==> config.mk <==
export PLATFORM = sky130hd
export DESIGN_NAME = div_unit
export DESIGN_NICKNAME = d
export VERILOG_FILES = /design/src/rtl/div_unit.sv
export SDC_FILE = /design/constraint.sdc
export NUM_CORES = 1
export LEC_CHECK = 0
export CORE_UTILIZATION = 56
export CTS_CLUSTER_SIZE = 25
export DETAILED_ROUTE_END_ITERATION = 10
export GPL_TIMING_DRIVEN = 0
export PLACE_DENSITY = 0.92
export SYNTH_ARGS = -nofsm -noshare
export SYNTH_HDL_FRONTEND = slang
export SYNTH_SLANG_ARGS = --single-unit
==> constraint.sdc <==
create_clock -name clk_i -period 3.9 [get_ports clk_i]
set_input_delay 1.17 -clock clk_i [delete_from_list [all_inputs] [get_ports clk_i]]
set_output_delay 1.17 -clock clk_i [all_outputs]
set_load 0.02 [all_outputs]
==> src/rtl/div_unit.sv <==
// Iterative 32-bit restoring divider for the EX stage: DIV/DIVU with a fixed
// 33-cycle latency, a one-cycle result strobe and a pipeline stall request.
module div_unit #(
  parameter int WIDTH = 32
) (
  input  logic             clk_i,
  input  logic             rst_i,
  input  logic             div_valid_i,
  input  logic             div_signed_i,
  input  logic             annul_i,
  input  logic [WIDTH-1:0] dividend_i,
  input  logic [WIDTH-1:0] divisor_i,
  output logic [WIDTH-1:0] hi_o,
  output logic [WIDTH-1:0] lo_o,
  output logic             ready_o,
  output logic             div_stall_o
);

  localparam logic [1:0] IDLE = 2'd0;
  localparam logic [1:0] BUSY = 2'd1;
  localparam logic [1:0] DONE = 2'd2;

  localparam logic [5:0] LAST_STEP = 6'(WIDTH - 1);

  logic [1:0]       state;
  logic [5:0]       step_cnt;
  logic [WIDTH:0]   rem_acc;
  logic [WIDTH-1:0] quo_acc;
  logic [WIDTH-1:0] dvs_mag;
  logic             quo_neg;
  logic             rem_neg;

  logic [WIDTH:0]   shifted;
  logic [WIDTH:0]   trial;
  logic [WIDTH:0]   rem_next;
  logic [WIDTH-1:0] quo_next;

  // Magnitude of a two's complement value; the most negative value wraps to itself,
  // which is still the correct unsigned magnitude.
  function automatic logic [WIDTH-1:0] abs_val(input logic signed [WIDTH-1:0] v);
    logic signed [WIDTH-1:0] neg_v;
    neg_v = -v;
    return v[WIDTH-1] ? WIDTH'(neg_v) : WIDTH'(v);
  endfunction

  function automatic logic [WIDTH-1:0] apply_sign(input logic [WIDTH-1:0] mag,
                                                  input logic             neg);
    return neg ? (~mag + WIDTH'(1)) : mag;
  endfunction

  // One restoring step: bring in the next dividend bit, keep the difference if it
  // did not borrow, and record the outcome as the next quotient bit.
  always_comb begin
    shifted  = {rem_acc[WIDTH-1:0], quo_acc[WIDTH-1]};
    trial    = shifted - {1'b0, dvs_mag};
    rem_next = shifted;
    quo_next = {quo_acc[WIDTH-2:0], 1'b0};
    if (!trial[WIDTH]) begin
      rem_next = trial;
      quo_next = {quo_acc[WIDTH-2:0], 1'b1};
    end
  end

  always_ff @(posedge clk_i) begin
    if (rst_i) begin
      state    <= IDLE;
      step_cnt <= '0;
      rem_acc  <= '0;
      quo_acc  <= '0;
      dvs_mag  <= '0;
      quo_neg  <= 1'b0;
      rem_neg  <= 1'b0;
    end else if (annul_i) begin
      state <= IDLE;
    end else begin
      case (state)
        IDLE: begin
          if (div_valid_i) begin
            state    <= BUSY;
            step_cnt <= '0;
            rem_acc  <= '0;
            if (div_signed_i) begin
              quo_acc <= abs_val(dividend_i);
              dvs_mag <= abs_val(divisor_i);
              quo_neg <= dividend_i[WIDTH-1] ^ divisor_i[WIDTH-1];
              rem_neg <= dividend_i[WIDTH-1];
            end else begin
              quo_acc <= dividend_i;
              dvs_mag <= divisor_i;
              quo_neg <= 1'b0;
              rem_neg <= 1'b0;
            end
          end
        end
        BUSY: begin
          rem_acc  <= rem_next;
          quo_acc  <= quo_next;
          step_cnt <= step_cnt + 6'd1;
          if (step_cnt == LAST_STEP) begin
            state <= DONE;
          end
        end
        DONE: begin
          state <= IDLE;
        end
        default: begin
          state <= IDLE;
        end
      endcase
    end
  end

  // Results are only driven during the strobe so downstream muxing can simply OR them.
  always_comb begin
    ready_o = (state == DONE);
    lo_o    = '0;
    hi_o    = '0;
    if (ready_o) begin
      lo_o = apply_sign(quo_acc, quo_neg);
      hi_o = apply_sign(rem_acc[WIDTH-1:0], rem_neg);
    end
  end

  assign div_stall_o = div_valid_i & ~ready_o & ~annul_i;

endmodule

==> results_dict.tcl <==
set metrics [dict create \
    outcome "complete, but fails checks" \
    violations "setup timing" \
    stdcell_area_sq_mm 0.01114 \
    r2r_start "rem_acc[2]" \
    critPathLaunch "quo_acc[3]" \
    path_clk_slew_ns 0.07 \
    tns_ns -1.257 \
    power.density_mw_per_mm2 269.4 \
    vias 9825 \
    critPathKind "reg2out" \
    finalMaxSlewViolations 0 \
    portBuffers 134 \
    cts_tree "built" \
    fin_worst_skew_ns 0.006759 \
    fin_nets 1478 \
    numCtsBuffers 9 \
    reg2regPathDepth 12 \
    netlist_instances 1206 \
    synth_nets 1313 \
    antenna_found_initial 0 \
    ios 135 \
    area_growth_pct 25.83 \
    synthFlopType "dfxtp_1" \
    maxCapViolations 0 \
    drive_above_1_share_pct 9.884 \
    hold_path.class "reg2reg" \
    max-vdd-ir-drop_uv 209.5 \
    ys_ff_latch 106 \
    synth_cell_types 70 \
    die_area_sq_mm 0.01631 \
    drtPass1Iterations 5 \
    clock_path_buffers 2 \
    syn_area_per_cell_sq_um 7.338 \
    holdPathStages 2 \
    grt_pass1_vias 8658 \
    worstHoldEndpoint "dvs_mag[30]" \
    r2r_slack_ns 0.16 \
    die_h_um 127.7 \
    period_share_pct 105.5 \
    drt_wl_total_um 27410 \
    ctsHoldBuffers 0 \
    r2r-end "rem_acc[18]" \
    synth_top_area_cell "dfxtp_1" \
    crit_fanout 4 \
    fmax_mhz 243.0 \
    final_common_cell "nor2_1" \
    fill_cells 1167 \
    yosys_warnings 0 \
    setup_viol 12 \
    p_leak_nw 4.349 \
    synth_top_cell_area_share_pct 23.98 \
    critical_path.startpoint_type "flip-flop" \
    cp.required_ns 2.73 \
    grt_start_max_net_pins 20 \
    place_congestion 0.9412 \
    viasPerCell 6.191 \
    h-tree-depth 3 \
    netlist_area_sq_mm 0.008850 \
    drc 0 \
    n_antenna_cell 0 \
    drtIter0Drc 950 \
    place_area_sq_mm 0.01046 \
    clock_latency_ns 0.36 \
    hpwl_um 20100 \
    finish.utilization_pct 72.71 \
    final.min_clock_period_ns 4.116 \
    worstPathArrival_ns 2.95 \
    routedWlPerCell_um 17.27 \
    drtAntennaViolNets 0 \
    totalPowerFinal_mw 3.000 \
    layout_common_cells "183 x nor2_1, 118 x nand2_1, 104 x clkdlybuf4s50_1, 94 x xor2_1, 90 x dfxtp_1" \
    root_buffer "clkbuf_16" \
    synth.area.top_cells "dfxtp_1 24%, xor2_1 9.3%, nor2_1 7.8%" \
    synth_edf_count 0 \
    cts.sinks 106 \
    async_flop_share_pct 0 \
    rsz0062_at_grt "true" \
    cp-end-kind "output pin" \
    min_from "dvs_mag[30]" \
    die_w_um 127.7 \
    worst_slew_pin_slew_ns 1.186 \
    rows 45 \
    yosysSeqAreaShare_pct 23.98 \
    grt_pass1_wl_um 42390 \
    initial_core_util_pct 57.79 \
    setup_ws_ns -0.2157 \
    timing.max_slew.rel_slack_pct 20.33 \
    finalHoldViolCount 0 \
    grt_usage_pct 32.39 \
    grt.overflow.total 0 \
    hold_ws_ns 0.4620 \
    coreArea_sq_mm 0.01531 \
]
state kept, by name (all words and copies together) (netlist names):
name / count
dvs_mag: 32
quo_acc: 32
rem_acc: 32
step_cnt: 6
state: 2
quo_neg: 1
rem_neg: 1
how the worst max path moves through the flow:
stage          cells after the start  slack [ns]        to
6_report                           8       -0.22  lo_o[18]
5_1_grt                            8       -0.30  lo_o[18]
4_1_cts                            8       -0.24  lo_o[30]
3_5_place_dp                       9       -0.47  lo_o[30]
3_3_place_gp                       9       -0.41  lo_o[30]
2_1_floorplan                      9        0.20  lo_o[30]
critical path: stages (launching register included):
cell	delay [ns]
dfxtp_4	0.36
nor4_4	0.38
nand3_1	0.15
or4_4	0.45
o21ai_1	0.26
nand2_1	0.11
xnor2_1	0.14
nor2_1	0.12
clkdlybuf4s50_1	0.62
power by group:
part	internal [mW]	total [mW]	leakage (nW)	switching [mW]
sequential	1.13	1.18	0.874	0.0572
combinational	0.374	0.853	3.32	0.479
clock	0.511	0.963	0.153	0.452
total	2.01	3.00	4.35	0.988
metrics by stage:
step	setup slack, ns	cells
final	-0.2157	1587
after global placement	-0.4061	1551
after floorplan	0.1978	1206
after detailed placement	-0.4678	1551
after global routing	-0.3023	1587
after CTS	-0.2442	1573
Yosys cell counts, drive strengths merged (3+ instances only):
| library cell | instances |
|---|---|
| nand2 | 118 |
| xor2 | 95 |
| a31oi | 5 |
| dfxtp | 106 |
| ha | 37 |
| o31ai | 21 |
| nand4 | 11 |
| inv | 51 |
| xnor2 | 50 |
| a2bb2oi | 3 |
| o21ai | 94 |
| nor2b | 5 |
| o21bai | 6 |
| nor3 | 22 |
| or2 | 5 |
| nand3b | 4 |
| or4 | 10 |
| a311oi | 8 |
| nor2 | 183 |
| a21o | 15 |
| buf | 10 |
| a21oi | 89 |
| or3 | 16 |
| o41ai | 18 |
| nand3 | 15 |
| clkbuf | 62 |
| o211ai | 5 |
| mux2i | 30 |
| and3 | 7 |
| nand2b | 12 |
| and2 | 4 |
| nor4 | 13 |
| a211oi | 49 |
| o21a | 3 |
area by class of cell:
| cell class | instances | area [sq um] | share of cell area [%] |
|---|---|---|---|
| sequential | 106 | 2160 | 19.39 |
| multi-input combinational | 977 | 6466 | 58.07 |
| buffer | 70 | 309.0 | 2.775 |
| timing repair buffer | 156 | 1435 | 12.89 |
| tap | 211 | 264.0 | 2.371 |
| inverter | 51 | 191.4 | 1.719 |
| clock inverter | 7 | 85.08 | 0.7640 |
| clock buffer | 9 | 225.2 | 2.022 |
layer usage:
layer | vias to the layer above | GRT usage, % | routed length (um)
met5 | - | 0 | 0
met4 | 0 | 13.56 | 859
met3 | 90 | 5.927 | 2581
met2 | 600 | 52.59 | 12840
met1 | 4547 | 42.32 | 11130
li1 | 4588 | - | -
cell families after synthesis:
group | synth area share [%]
AND/OR/NAND/NOR | 22.00
AO/OA/AOI/OAI | 24.98
XOR/XNOR | 14.56
buffers and inverters | 5.627
flip-flops | 23.98
adder cells (fa/ha/maj) | 5.457
multiplexers | 3.393
what timing repair did:
action                     CTS  global route
gates resized for setup    101            71
setup endpoints to repair   40            59
buffers inserted             8            14
pin swaps                   10            14
No activity file was read; power rests on OpenSTA's default activity.
